`src/rtl/tod_pkg.sv`:
```
// tod_pkg: shared definitions for the time-of-day engine.
// Holds the FSM state encoding, BCD limit constants, the legal HOUR_MODE
// values and a two-digit BCD increment helper.
package tod_pkg;

  typedef enum logic [1:0] {
    ST_RUN     = 2'b00,
    ST_SET_HR  = 2'b01,
    ST_SET_MIN = 2'b10,
    ST_SET_AL  = 2'b11
  } tod_state_e;

  localparam logic [7:0] BCD_00 = 8'h00;
  localparam logic [7:0] BCD_01 = 8'h01;
  localparam logic [7:0] BCD_11 = 8'h11;
  localparam logic [7:0] BCD_12 = 8'h12;
  localparam logic [7:0] BCD_23 = 8'h23;
  localparam logic [7:0] BCD_59 = 8'h59;

  localparam int HOUR_MODE_24 = 24;
  localparam int HOUR_MODE_12 = 12;

  // Two-digit BCD increment with wrap from vmax back to vmin.
  function automatic logic [7:0] bcd_inc(input logic [7:0] v,
                                         input logic [7:0] vmax,
                                         input logic [7:0] vmin);
    if (v == vmax) begin
      return vmin;
    end else if (v[3:0] == 4'd9) begin
      return {v[7:4] + 4'd1, 4'd0};
    end else begin
      return {v[7:4], v[3:0] + 4'd1};
    end
  endfunction

endpackage

```
`src/rtl/bcd_mod_counter.sv`:
```
// bcd_mod_counter: two-digit BCD counter wrapping MAX_VAL -> MIN_VAL.
// clear has priority over load, load over inc. carry_o flags an increment
// taken at MAX_VAL, independent of clear, so a coincident clear never
// swallows the carry into the next field.
module bcd_mod_counter
  import tod_pkg::*;
#(
  parameter logic [7:0] MAX_VAL = BCD_59,
  parameter logic [7:0] MIN_VAL = BCD_00,
  parameter logic [7:0] RST_VAL = BCD_00
) (
  input  logic       clk,
  input  logic       rst,
  input  logic       inc_i,
  input  logic       clear_i,
  input  logic       load_i,
  input  logic [7:0] load_val_i,
  output logic [7:0] q_o,
  output logic [7:0] d_o,
  output logic       carry_o
);

  logic [7:0] cnt_q;
  logic [7:0] cnt_d;

  // Next count: clear, then load, then BCD increment
  always_comb begin
    cnt_d = cnt_q;
    if (clear_i) begin
      cnt_d = MIN_VAL;
    end else if (load_i) begin
      cnt_d = load_val_i;
    end else if (inc_i) begin
      cnt_d = bcd_inc(cnt_q, MAX_VAL, MIN_VAL);
    end
  end

  // Count register
  always_ff @(posedge clk or posedge rst) begin
    if (rst) begin
      cnt_q <= RST_VAL;
    end else begin
      cnt_q <= cnt_d;
    end
  end

  assign q_o     = cnt_q;
  assign d_o     = cnt_d;
  assign carry_o = inc_i & (cnt_q == MAX_VAL);

endmodule

```
`src/rtl/time_of_day_core.sv`:
```
// time_of_day_core: tick prescaler, cascaded BCD hh:mm:ss with 12/24-hour
// mode, and a button-driven set-mode FSM.
// Optional feature macro: TOD_ALARM_EN adds the SET_AL state, alarm
// hour/minute registers and the alarm_hit output.
module time_of_day_core
  import tod_pkg::*;
#(
  parameter int CLK_HZ    = 50_000_000,
  parameter int TICK_HZ   = 1,
  parameter int HOUR_MODE = 24
) (
  input  logic       clk,
  input  logic       rst,
  input  logic       en,
  input  logic       btn_mode,
  input  logic       btn_inc,
  output logic [7:0] sec_bcd,
  output logic [7:0] min_bcd,
  output logic [7:0] hr_bcd,
  output logic       pm,
  output logic [1:0] state,
  output logic       tick,
  output logic       day_wrap,
  input  logic       alarm_arm,
  output logic       alarm_hit
);

  localparam int         DIV    = CLK_HZ / TICK_HZ;
  localparam int         PW     = (DIV > 2) ? $clog2(DIV) : 1;
  localparam logic [PW-1:0] TERM = PW'(DIV - 1);
  localparam bit         IS_12H = (HOUR_MODE == HOUR_MODE_12);
  localparam logic [7:0] HR_MIN = IS_12H ? BCD_01 : BCD_00;
  localparam logic [7:0] HR_MAX = IS_12H ? BCD_12 : BCD_23;
  localparam logic [7:0] HR_RST = IS_12H ? BCD_12 : BCD_00;

  if (HOUR_MODE != HOUR_MODE_24 && HOUR_MODE != HOUR_MODE_12) begin : g_bad_hour_mode
    $error("time_of_day_core: HOUR_MODE must be 12 or 24");
  end
  if (DIV < 2 || (CLK_HZ % TICK_HZ) != 0) begin : g_bad_divider
    $error("time_of_day_core: CLK_HZ/TICK_HZ must be an integer >= 2");
  end

  logic [2:0] mode_sync_q, inc_sync_q;
  logic       mode_pulse_q, inc_pulse_q;
  logic       mode_evt, inc_evt, enter_set_hr, run_adv;
  tod_state_e state_q;
  logic [PW-1:0] pre_q;
  logic       tick_q;
  logic [7:0] sec_q, sec_d, min_q, min_d, hr_q, hr_d;
  logic       sec_carry, min_carry, hr_carry;
  logic       set_hr_inc, set_min_inc, hr_inc_run, hr_inc;
  logic       pm_q, pm_d, day_wrap_q, day_wrap_d;
  logic       unused_common;

  // Two-flop synchroniser plus registered rising-edge pulse per button
  always_ff @(posedge clk or posedge rst) begin
    if (rst) begin
      mode_sync_q  <= 3'b000;
      inc_sync_q   <= 3'b000;
      mode_pulse_q <= 1'b0;
      inc_pulse_q  <= 1'b0;
    end else begin
      mode_sync_q  <= {mode_sync_q[1:0], btn_mode};
      inc_sync_q   <= {inc_sync_q[1:0], btn_inc};
      mode_pulse_q <= mode_sync_q[1] & ~mode_sync_q[2];
      inc_pulse_q  <= inc_sync_q[1] & ~inc_sync_q[2];
    end
  end

  // A mode edge always wins over a coincident increment edge.
  assign mode_evt     = mode_pulse_q;
  assign inc_evt      = inc_pulse_q & ~mode_pulse_q;
  assign enter_set_hr = mode_evt & (state_q == ST_RUN);
  assign run_adv      = en & (state_q == ST_RUN) & ~mode_evt;

`ifdef TOD_ALARM_EN
  logic al_min_sel_q;
`endif

  // Set-mode state machine, advanced by each mode-button pulse
  always_ff @(posedge clk or posedge rst) begin
    if (rst) begin
      state_q <= ST_RUN;
`ifdef TOD_ALARM_EN
      al_min_sel_q <= 1'b0;
`endif
    end else if (mode_evt) begin
      case (state_q)
        ST_RUN:    state_q <= ST_SET_HR;
        ST_SET_HR: state_q <= ST_SET_MIN;
`ifdef TOD_ALARM_EN
        ST_SET_MIN: begin
          state_q      <= ST_SET_AL;
          al_min_sel_q <= 1'b0;
        end
        ST_SET_AL: begin
          if (!al_min_sel_q) begin
            al_min_sel_q <= 1'b1;
          end else begin
            al_min_sel_q <= 1'b0;
            state_q      <= ST_RUN;
          end
        end
`else
        ST_SET_MIN: state_q <= ST_RUN;
`endif
        default:   state_q <= ST_RUN;
      endcase
    end
  end

  // Prescaler: runs only in RUN with en high, cleared on entry to SET_HR
  always_ff @(posedge clk or posedge rst) begin
    if (rst) begin
      pre_q  <= '0;
      tick_q <= 1'b0;
    end else begin
      tick_q <= 1'b0;
      if (enter_set_hr) begin
        pre_q <= '0;
      end else if (run_adv) begin
        if (pre_q == TERM) begin
          pre_q  <= '0;
          tick_q <= 1'b1;
        end else begin
          pre_q <= pre_q + 1'b1;
        end
      end
    end
  end

  // tick_q is only ever high while state_q is still RUN, so the cascade
  // below never advances during a SET state; set-mode edits never carry.
  assign set_hr_inc  = inc_evt & (state_q == ST_SET_HR);
  assign set_min_inc = inc_evt & (state_q == ST_SET_MIN);
  assign hr_inc_run  = sec_carry & min_carry;
  assign hr_inc      = hr_inc_run | set_hr_inc;

  bcd_mod_counter #(.MAX_VAL(BCD_59), .MIN_VAL(BCD_00), .RST_VAL(BCD_00)) u_sec (
    .clk(clk), .rst(rst), .inc_i(tick_q), .clear_i(enter_set_hr),
    .load_i(1'b0), .load_val_i(BCD_00),
    .q_o(sec_q), .d_o(sec_d), .carry_o(sec_carry)
  );

  bcd_mod_counter #(.MAX_VAL(BCD_59), .MIN_VAL(BCD_00), .RST_VAL(BCD_00)) u_min (
    .clk(clk), .rst(rst), .inc_i(sec_carry | set_min_inc), .clear_i(1'b0),
    .load_i(1'b0), .load_val_i(BCD_00),
    .q_o(min_q), .d_o(min_d), .carry_o(min_carry)
  );

  bcd_mod_counter #(.MAX_VAL(HR_MAX), .MIN_VAL(HR_MIN), .RST_VAL(HR_RST)) u_hr (
    .clk(clk), .rst(rst), .inc_i(hr_inc), .clear_i(1'b0),
    .load_i(1'b0), .load_val_i(HR_RST),
    .q_o(hr_q), .d_o(hr_d), .carry_o(hr_carry)
  );

  // PM toggles on every 11->12 step (run or set); day wrap only on a run carry
  always_comb begin
    pm_d       = pm_q;
    day_wrap_d = 1'b0;
    if (IS_12H) begin
      if (hr_inc && (hr_q == BCD_11)) begin
        pm_d = ~pm_q;
      end
      day_wrap_d = hr_inc_run & (hr_q == BCD_11) & pm_q;
    end else begin
      day_wrap_d = hr_inc_run & (hr_q == BCD_23);
    end
  end

  // PM flag and day-wrap pulse registers
  always_ff @(posedge clk or posedge rst) begin
    if (rst) begin
      pm_q       <= 1'b0;
      day_wrap_q <= 1'b0;
    end else begin
      pm_q       <= pm_d;
      day_wrap_q <= day_wrap_d;
    end
  end

`ifdef TOD_ALARM_EN
  logic [7:0] al_hr_q, al_hr_d, al_min_q, al_min_d;
  logic       al_hr_carry, al_min_carry, al_hr_inc, al_min_inc;
  logic       al_pm_q, al_pm_d, run_next, alarm_hit_q, alarm_hit_d;
  logic       unused_alarm;

  assign al_hr_inc  = inc_evt & (state_q == ST_SET_AL) & ~al_min_sel_q;
  assign al_min_inc = inc_evt & (state_q == ST_SET_AL) & al_min_sel_q;

  bcd_mod_counter #(.MAX_VAL(HR_MAX), .MIN_VAL(HR_MIN), .RST_VAL(HR_RST)) u_al_hr (
    .clk(clk), .rst(rst), .inc_i(al_hr_inc), .clear_i(1'b0),
    .load_i(1'b0), .load_val_i(HR_RST),
    .q_o(al_hr_q), .d_o(al_hr_d), .carry_o(al_hr_carry)
  );

  bcd_mod_counter #(.MAX_VAL(BCD_59), .MIN_VAL(BCD_00), .RST_VAL(BCD_00)) u_al_min (
    .clk(clk), .rst(rst), .inc_i(al_min_inc), .clear_i(1'b0),
    .load_i(1'b0), .load_val_i(BCD_00),
    .q_o(al_min_q), .d_o(al_min_d), .carry_o(al_min_carry)
  );

  // Match is evaluated on next-state values so alarm_hit lines up with the
  // displayed time rather than trailing it by a cycle.
  assign run_next = ((state_q == ST_RUN) & ~mode_evt) |
                    ((state_q == ST_SET_AL) & al_min_sel_q & mode_evt);

  // Alarm PM walk and registered match
  always_comb begin
    al_pm_d = al_pm_q;
    if (IS_12H && al_hr_inc && (al_hr_q == BCD_11)) begin
      al_pm_d = ~al_pm_q;
    end
    alarm_hit_d = alarm_arm & run_next & (hr_d == al_hr_d) &
                  (min_d == al_min_d) & (pm_d == al_pm_d);
  end

  // Alarm PM flag and alarm_hit registers
  always_ff @(posedge clk or posedge rst) begin
    if (rst) begin
      al_pm_q     <= 1'b0;
      alarm_hit_q <= 1'b0;
    end else begin
      al_pm_q     <= al_pm_d;
      alarm_hit_q <= alarm_hit_d;
    end
  end

  assign alarm_hit    = alarm_hit_q;
  assign unused_alarm = ^{al_min_q, al_hr_carry, al_min_carry};
`else
  logic unused_noalarm;
  assign alarm_hit      = 1'b0;
  assign unused_noalarm = ^{alarm_arm, hr_d, min_d};
`endif

  assign unused_common = ^{sec_d, hr_carry};

  assign sec_bcd  = sec_q;
  assign min_bcd  = min_q;
  assign hr_bcd   = hr_q;
  assign pm       = pm_q;
  assign state    = state_q;
  assign tick     = tick_q;
  assign day_wrap = day_wrap_q;

endmodule
```
`config.mk`:
```
export PLATFORM = sky130hd
export DESIGN_NAME = time_of_day_core
export DESIGN_NICKNAME = d
export VERILOG_FILES = /design/src/rtl/tod_pkg.sv /design/src/rtl/bcd_mod_counter.sv /design/src/rtl/time_of_day_core.sv
export SDC_FILE = /design/constraint.sdc
export NUM_CORES = 1
export LEC_CHECK = 0
export BUFFER_PORTS_ARGS = -buffer_cell sky130_fd_sc_hd__buf_2
export CAP_MARGIN = 20
export CELL_PAD_IN_SITES_DETAIL_PLACEMENT = 0
export CELL_PAD_IN_SITES_GLOBAL_PLACEMENT = 1
export CORE_ASPECT_RATIO = 0.75
export CORE_MARGIN = 2
export CORE_UTILIZATION = 35
export CTS_CLUSTER_SIZE = 12
export DETAILED_ROUTE_END_ITERATION = 6
export GPL_TIMING_DRIVEN = 0
export PLACE_DENSITY_LB_ADDON = 0.1
export SLEW_MARGIN = 20
export SYNTH_ARGS = -nofsm -noshare
export SYNTH_HDL_FRONTEND = slang
export SYNTH_HIERARCHICAL = 1
export SYNTH_SLANG_ARGS = --single-unit
```
`constraint.sdc`:
```
create_clock -name clk -period 6.9 [get_ports clk]
set_input_delay 1.38 -clock clk [delete_from_list [all_inputs] [get_ports clk]]
set_output_delay 1.38 -clock clk [all_outputs]
set_load 0.05 [all_outputs]
```
==> results of run 1 <==
-- per-layer routing --
metal	up-vias	GRT usage (%)	routed length, um
met5	-	0	0
met4	0	3.736	76
met3	6	4.789	336
met2	39	21.91	3221
met1	1314	23.13	4180
li1	1438	-	-
-- flip-flops by register name (all words and copies together), names as in the netlist --
register,cells
day_wrap,1
inc_pulse_q,1
inc_sync_q,3
mode_evt,1
mode_sync_q,3
pre_q,26
state,2
tick,1
u_hr/q_o,8
u_min/q_o,8
u_sec/q_o,8
-- cell type report --
type / count / area [um^2] / share of cell area (%)
Inverter: 36 / 135.1 / 3.037
Tap cell: 136 / 170.2 / 3.825
Timing Repair Buffer: 33 / 187.7 / 4.218
Multi-Input combinational cell: 300 / 2028 / 45.59
Buffer: 12 / 75.07 / 1.687
Clock buffer: 12 / 256.5 / 5.765
Sequential cell: 62 / 1551 / 34.87
Clock inverter: 4 / 45.04 / 1.012
-- power by group through the flow --
stage                     Clock (uW)  Sequential [uW]  Combinational, uW
after detailed placement           0              440                225
after floorplan                    0              497                110
after global routing             488              441                248
after CTS                        469              434                226
after global placement             0              440                221
final                            455              434                225
-- stage by stage --
| stage | setup WS, ps | std cells | area (um^2) |
|---|---|---|---|
| final | 3676 | 595 | 4449 |
| after global routing | 3384 | 595 | 4449 |
| after CTS | 3640 | 595 | 4449 |
| after detailed placement | 3651 | 579 | 4148 |
| after global placement | 3542 | 578 | 4113 |
| after floorplan | 3826 | 410 | 3782 |
-- path summary, 6_finish.rpt --
path | from | endpoint | slack, ps
hold reg to reg | mode_sync_q[0] | mode_sync_q[1] | 340
max in group asynchronous | rst | pre_q[9] | 5340
setup reg to reg | u_sec/q_o[1] | u_hr/q_o[3] | 3680
min in group asynchronous | rst | u_min/q_o[6] | 1040
setup / recovery | u_sec/q_o[1] | u_hr/q_o[3] | 3680
hold / removal | mode_sync_q[0] | mode_sync_q[1] | 340
-- worst max-delay path: stages, from the launching register on --
cell and delay [ps]:
dfrtp_1 430, inv_1 80, ha_1 220, nand4b_4 190
nor2_1 280, a41o_1 150, buf_4 160, nand4b_4 200
nor2_1 150, nand2_1 100, o41ai_2 160, nand4b_2 210
o41ai_4 410, nor3_2 130, a22o_1 220
==> flow_summary.yaml, run 1 <==
setup_path:
  required_ps: 7110
  cp_max_fo: 10
  end_kind: "register"
  start_kind: "register"
  critical_path_arrival_ps: 3440
  r2r_cells: 14
  critPathKind: "reg -> reg"
placed_design:
  io_buffer_count: 32
  place_hpwl_mm: 5.619
  gp_congestion: 0.7603
floorplanning:
  core_um2: 10170
  fp.dieW_um: 121.2
  io_pins: 36
  die_h_um: 91.91
  start_util_pct: 35.46
  rows: 32
  die_area_um2: 11140
layout:
  final_common_cell: "dfrtp_1"
  diodes: 0
  layout-drive-gt1-share_pct: 17.65
  final_cell_mix: "dfrtp_1 (62), conb_1 (48), inv_1 (35), nor2_1 (33), buf_2 (33)"
  final_nets: 473
  final_util_pct: 43.75
  fillers: 1032
  area_growth_pct: 23.39
power_and_ir_drop:
  pwr-share-comb_pct: 20.2
  swShare_pct: 31.88
  power_uw: 1114
  powerDensity_nw_per_um2: 250.5
  p_int_uw: 759.2
  p_seq_share_pct: 39.0
  p_switching_uw: 355.3
  peakVddDrop_mv: 0.1462
  power_leakage_uw: 0.002159
  p_clk_share_pct: 40.8
grt:
  grt_pass1_wl_mm: 13.61
  grt_max_degree: 21
  antenna_found_initial: 0
  overflow: 0
  grt_util_all_layers_pct: 15.56
  first_global_vias: 2662
detailed_routing:
  drt_pre_antenna_iters: 4
  drtIter0Drc: 172
  avgRoutedWirePerCell_um: 13.13
  wirelength_mm: 7.814
  route.detailed.drc: 0
  ant_nets: 0
  routed_via_density: 4.701
  num_vias: 2797
sta:
  finalSetupViolCount: 0
  min_period_over_period_pct: 46.72
  setup-tns-final_ps: 0
  max_slew_margin_pct: 48.64
  max_freq_mhz: 310.2
  layout_min_cycle_time_ps: 3224
  hold_viol: 0
  fin_skew_ps: 6.176
  rsz0062_at_grt: "no"
  slew_viol_final: 0
  worst_pin_slew_ps: 762.0
  whs_ps: 344.3
job:
  maxCapViolations: 0
hold_path:
  min_path_type: "reg -> reg"
  hold_depth: 0
clock_tree:
  post_cts_resize_count: 0
  cts_root_buf: "clkbuf_16"
  clockBufferDepth: 2
  clkLatencyLatePin_ps: 330
  path_clk_slew_ps: 50
  clock-sinks: 62
  ctsHoldBuffers: 0
  numCtsBuffers: 9
  htreeDepth: 3
  post_cts_buffers: 0
  tritoncts: "done"
synth:
  netlist_instances: 363
  syn_area_um2: 3606
  avgSynthCellArea_um2: 9.934
  yosys_warnings: 6
status:
  status: "completed"
No activity file was read; power rests on OpenSTA's default activity.
==> run 2: changes to the inputs <==
--- a/config.mk
+++ b/config.mk
@@ -5,6 +5,7 @@
 export SDC_FILE = /design/constraint.sdc
 export NUM_CORES = 1
 export LEC_CHECK = 0
+export ABC_AREA = 1
 export BUFFER_PORTS_ARGS = -buffer_cell sky130_fd_sc_hd__buf_2
 export CAP_MARGIN = 20
 export CELL_PAD_IN_SITES_DETAIL_PLACEMENT = 0
==> constraint.sdc (replaced) <==
create_clock -name clk -period 3.2 [get_ports clk]
set_input_delay 0.64 -clock clk [delete_from_list [all_inputs] [get_ports clk]]
set_output_delay 0.64 -clock clk [all_outputs]
set_load 0.05 [all_outputs]
==> run 2 against run 1 <==
  * Area after synthesis is 14% higher
  * Non-clock buffer count stayed put
  * Flip-flop and latch count stayed put
  * Final cell count is 38% higher
  * Count of clock-buffer cells in the layout stayed put
  * Worst hold slack worse by 36 ps
  * Maximum frequency is 10% higher
  * Die area is 13% higher
  * Via count is 33% higher
  * Critical path type unchanged
  * Critical endpoint is now u_hr/q_o[5]
  * Largest power group unchanged
==> flow_summary.yaml, run 2 <==
power_and_ir_drop:
  p_int_uw: 1626
  p_seq_share_pct: 37.8
  p_clk_share_pct: 40.6
  p_switching_uw: 824.8
  peakVddDrop_mv: 0.3117
  power_uw: 2451
  powerDensity_nw_per_um2: 489.3
  power_leakage_uw: 0.002304
  swShare_pct: 33.66
  pwr-share-comb_pct: 21.7
layout:
  final_nets: 675
  largest_reg_flops: 26
  layout-drive-gt1-share_pct: 18.00
  area_growth_pct: 22.04
  final_cell_mix: "nand2_1 (143), inv_1 (71), nor2_1 (68), dfrtp_1 (62), conb_1 (44)"
  fillers: 1201
  final_common_cell: "nand2_1"
  design_area_um2: 5009
  largest_register: "pre_q"
  diodes: 0
detailed_routing:
  route.detailed.drc: 0
  drtIter0Drc: 195
  num_vias: 3720
  ant_nets: 0
  wirelength_mm: 10.38
  avgRoutedWirePerCell_um: 12.61
  drt_pre_antenna_iters: 4
  routed_via_density: 4.520
synth:
  synth_top_area_cell: "dfrtp_1"
  synth_top_area_share_pct: 37.80
  yosys_warnings: 6
  synth.most_common_cell: "nand2_1"
  synthArstFlopShare_pct: 100.0
  avgSynthCellArea_um2: 7.264
  ys_seq_area_share_pct: 37.80
  yosysUniqueCellTypes: 37
  netlist_instances: 565
  synthTopCellsByCount: "nand2_1 (143), inv_1 (72), nor2_1 (68)"
  synth-edff-count: 0
  syn_area_um2: 4104
  synth-seq-cells: 62
  ys.flop_type: "dfrtp_1"
  synth_area_leaders: "dfrtp_1 (38%), nand2_1 (13%), inv_1 (6.6%), nor2_1 (6.2%), nand3_1 (4.9%)"
sta:
  layout_min_cycle_time_ps: 2920
  max_freq_mhz: 342.4
  worst_slack_ps: 279.6
  finalSetupViolCount: 0
  whs_ps: 308.8
  rsz0062_at_grt: "no"
  fin_skew_ps: 5.548
  slew_viol_final: 0
  hold_viol: 0
  min_period_over_period_pct: 91.26
floorplanning:
  rows: 34
  die_area_um2: 12620
  fp.dieW_um: 129.0
  die_h_um: 97.78
  core_um2: 11530
  io_pins: 36
  start_util_pct: 35.60
grt:
  antenna_found_initial: 0
  first_global_vias: 3452
  overflow: 0
  use_met1_pct: 27.72
  grt_max_degree: 23
  grtUsageMet2_pct: 24.66
  grt-busiest-layer: "met1"
  grt_pass1_wl_mm: 17.51
  grtUsageMet3_pct: 3.781
  grt_util_all_layers_pct: 17.92
placed_design:
  io_buffer_count: 32
  placed_area_um2: 4656
  gp_congestion: 0.8325
  place_hpwl_mm: 7.985
  place_ws_ps: -69.43
setup_path:
  crit_path_start: "u_sec/q_o[1]"
  required_ps: 3420
  cp_slowest_cell: "dfrtp_1"
  end_kind: "register"
  critical_path_arrival_ps: 3140
  critPathKind: "reg -> reg"
  reg2reg_from: "u_sec/q_o[1]"
  start_kind: "register"
  crit_chain: "inv_1, ha_2, nand4_4, nor2_4, inv_1, o31ai_1, buf_4, nand4_4, nor2_4, inv_1, o32ai_4, inv_1, nor2_1, nand2_1, o21ai_0, o21ai_0, and2_1"
  r2r_cells: 17
  critPathMostFrequentCell: "inv_1"
  max_stage_delay_ps: 430
  cp_max_fo: 6
clock_tree:
  tritoncts: "done"
  clkLatencyLatePin_ps: 330
  ctsHoldBuffers: 0
  cts_root_buf: "clkbuf_16"
  numCtsBuffers: 9
  path_clk_slew_ps: 50
  htreeDepth: 3
  clock-sinks: 62
  clockBufferDepth: 2
hold_path:
  min_path_type: "in -> async"
status:
  status: "completed"
job:
  maxCapViolations: 0
## run 2: routing by layer
layer / vias up / part of all wire [%]
li1: 1943 / -
met1: 1711 / 55
met2: 52 / 40
met3: 14 / 3.8
met4: 0 / 1.4
met5: - / 0
## run 2: through the flow
step | setup TNS (ps) | cells | utilization (%)
after floorplan | 0 | 608 | -
after global placement | -56.07 | 802 | 40.15
after detailed placement | -259.9 | 803 | 40.38
after CTS | 0 | 819 | 43.06
after global routing | 0 | 823 | 43.44
final | 0 | 823 | 43.44
## run 2: kinds of logic after synthesis
| kind of cell | share of synthesized area [%] |
|---|---|
| XOR/XNOR | 1.921 |
| adder cells (fa/ha/maj) | 3.964 |
| other | 0.09138 |
| buffers and inverters | 9.055 |
| AND/OR/NAND/NOR | 37.65 |
| AO/OA/AOI/OAI | 9.512 |
| flip-flops | 37.80 |
## run 2: final timing paths
check / to / slack [ps]
worst max-delay path: u_hr/q_o[5] / 280
worst min-delay path: u_min/q_o[5] / 310
worst max register to register: u_hr/q_o[5] / 280
worst min register to register: mode_sync_q[1] / 340
max in group asynchronous: pre_q[9] / 2380
min in group clk: mode_sync_q[1] / 340
## run 2: critical path: cells and delay by family (launching register included)
family / cells / cell delay (ps)
adder cells (fa/ha/maj): 1 / 230
buffers and inverters: 5 / 610
AND/OR/NAND/NOR: 7 / 1030
flip-flops: 1 / 430
AO/OA/AOI/OAI: 4 / 510
## run 2: final cells by class
class                   instances  area [um^2]  area share, %
inverters                      80        302.8          6.045
plain buffers                   8        68.82          1.374
repair buffers                 37        217.7          4.347
well taps                     162        202.7          4.047
clock buffers                  12        256.5          5.121
multi-input cells             458         2364          47.19
clock inverters                 4        45.04         0.8993
flip-flops and latches         62         1551          30.98
## run 2: power groups by stage
| stage | sequential, uW | combinational, uW | clock (uW) |
|---|---|---|---|
| detailed placement | 939 | 517 | 0 |
| floorplan | 1050 | 262 | 0 |
| global placement | 937 | 511 | 0 |
| CTS | 925 | 521 | 1030 |
| global route | 936 | 589 | 1060 |
| finish | 926 | 531 | 994 |
## run 2: timing repair
| action | in CTS | in global routing |
|---|---|---|
| pin swaps | 0 | 1 |
| resized for setup | 1 | 2 |
| setup buffers | 0 | 4 |
| endpoints found under the setup margin | 7 | 8 |
==> run 3: changes to the inputs <==
--- a/config.mk
+++ b/config.mk
@@ -17,6 +17,7 @@
 export DETAILED_ROUTE_END_ITERATION = 6
 export GPL_TIMING_DRIVEN = 0
 export PLACE_DENSITY_LB_ADDON = 0.1
+export REMOVE_ABC_BUFFERS = 1
 export SLEW_MARGIN = 20
 export SYNTH_ARGS = -nofsm -noshare
 export SYNTH_HDL_FRONTEND = slang
==> run 3 against run 2 <==
  * Wire length is 3.0% lower
  * Critical path depth is 1 lower
  * Core utilization decreased by 0.15 points
  * First-iteration DRC count grew 24%
  * Power up 6.2%
  * Non-clock buffer count down 10
  * Clock power rose by 18%
  * Sequential share of layout area up 0.11 points
  * Flip-flop and latch count unchanged
  * Highest routed layer unchanged
==> flow_summary.yaml, run 3 (same netlist as run 2, synthesis figures left out) <==
status:
  status: "completed"
layout:
  final_nets: 665
  final_common_cell: "nand2_1"
  final_cells: 813
  final_util_pct: 43.29
  largest_reg_flops: 26
  area_growth_pct: 21.62
  layout-drive-gt1-share_pct: 17.20
  diodes: 0
  final_cell_mix: "nand2_1 (143), inv_1 (71), nor2_1 (68), dfrtp_1 (62), conb_1 (44)"
  largest_register: "pre_q"
detailed_routing:
  ant_nets: 0
  routed_via_density: 4.413
  num_vias: 3588
  route.detailed.drc: 0
  avgRoutedWirePerCell_um: 12.38
  wirelength_mm: 10.07
  drt_pre_antenna_iters: 7
  drtIter0Drc: 241
floorplanning:
  io_pins: 36
  fp.dieW_um: 129.0
  core_um2: 11530
  rows: 34
  start_util_pct: 35.60
  die_area_um2: 12620
  die_h_um: 97.78
sta:
  fin_skew_ps: 6.637
  max_freq_mhz: 352.1
  finalSetupViolCount: 0
  worst_pin_slew_ps: 673.7
  max_slew_margin_pct: 55.08
  slew_viol_final: 0
  min_period_over_period_pct: 88.75
  layout_min_cycle_time_ps: 2840
  hold_viol: 0
setup_path:
  critical_path_arrival_ps: 3060
  cp_slowest_cell: "dfrtp_1"
  r2r_cells: 16
  critPathKind: "reg -> reg"
  crit_family: "simple AND/OR/NAND/NOR gates"
  max_stage_delay_ps: 440
  critPathMostFrequentCell: "inv_1"
  cp_max_fo: 9
  crit_chain: "inv_1, ha_2, nand4_4, nor2_4, inv_1, o31ai_4, nand4_4, nor2_4, inv_1, o32ai_4, inv_1, nor2_1, nand2_1, o21ai_0, o21ai_0, and2_1"
  end_kind: "register"
  required_ps: 3420
  critical_path_buf_inv_count: 4
  rrSetupSlack_ps: 360
  reg2reg_to: "u_hr/q_o[5]"
  reg2reg_from: "u_sec/q_o[1]"
  start_kind: "register"
clock_tree:
  cts_root_buf: "clkbuf_16"
  clkLatencyLatePin_ps: 330
  tritoncts: "done"
  clock-sinks: 62
  htreeDepth: 3
  clockBufferDepth: 2
  numCtsBuffers: 9
  path_clk_slew_ps: 60
  ctsHoldBuffers: 0
power_and_ir_drop:
  power_leakage_uw: 0.002264
  powerDensity_nw_per_um2: 521.4
  peakVddDrop_mv: 0.2394
placed_design:
  place_hpwl_mm: 7.635
  post-place-cells: 795
  gp_congestion: 0.8524
  io_buffer_count: 32
grt:
  grt_max_degree: 27
  grt_util_all_layers_pct: 17.73
  grt_pass1_wl_mm: 17.68
  antenna_found_initial: 0
  first_global_vias: 3592
  overflow: 0
job:
  maxCapViolations: 0
hold_path:
  min_path_type: "in -> async"
run 3: what timing repair did:
| item | in CTS | in global routing |
|---|---|---|
| setup endpoints to repair | 8 | 8 |
| buffers inserted | 0 | 2 |
| gates cloned | 0 | 0 |
| pin swaps | 0 | 2 |
| gates resized for setup | 1 | 3 |
run 3: layout make-up:
class	count	area, um^2
clock inverter	5	105.1
fill	1195	6538
clock buffer	11	252.7
multi-input combinational	458	2381
inverter	80	302.8
tap	162	202.7
sequential	62	1551
timing repair buffer	35	195.2
run 3: how the worst max path moves through the flow:
stage,from,to,cells after the start
after floorplan,u_sec/q_o[0],u_hr/q_o[5],15
after global placement,mode_evt,u_hr/q_o[5],13
after detailed placement,u_sec/q_o[1],u_hr/q_o[5],16
after CTS,u_sec/q_o[1],u_hr/q_o[5],16
after global routing,u_sec/q_o[1],u_hr/q_o[5],16
final,u_sec/q_o[1],u_hr/q_o[5],16
run 3: power breakdown:
| part | leakage, uW | internal (uW) | total [uW] | switching (uW) |
|---|---|---|---|---|
| logic | 0.00128 | 127 | 508 | 381 |
| registers | 0.000817 | 842 | 927 | 84.5 |
| clock network | 0.000168 | 803 | 1170 | 364 |
| total | 0.00226 | 1770 | 2600 | 830 |
run 3: per-stage QoR:
| step | total power, uW | area (um^2) | worst slack, ps | setup TNS (ps) | hold WS, ps |
|---|---|---|---|---|---|
| final | 2602 | 4991 | 360.0 | 0 | 298.1 |
| after global routing | 2751 | 4991 | -14.74 | -14.74 | 322.5 |
| after CTS | 2634 | 4954 | 2.484 | 0 | 309.5 |
| after detailed placement | 1442 | 4588 | -136.8 | -850.0 | 343.4 |
| after global placement | 1429 | 4559 | -415.3 | -3001 | 333.9 |
| after floorplan | 1303 | 4197 | -17.70 | -17.70 | 331.2 |
run 3: layer usage:
layer / part of all wire, % / vias up / track usage, %
li1: - / 1932 / -
met1: 54 / 1597 / 26.74
met2: 41 / 51 / 25.36
met3: 3.6 / 8 / 3.945
met4: 1.0 / 0 / 5.100
met5: 0 / - / 0
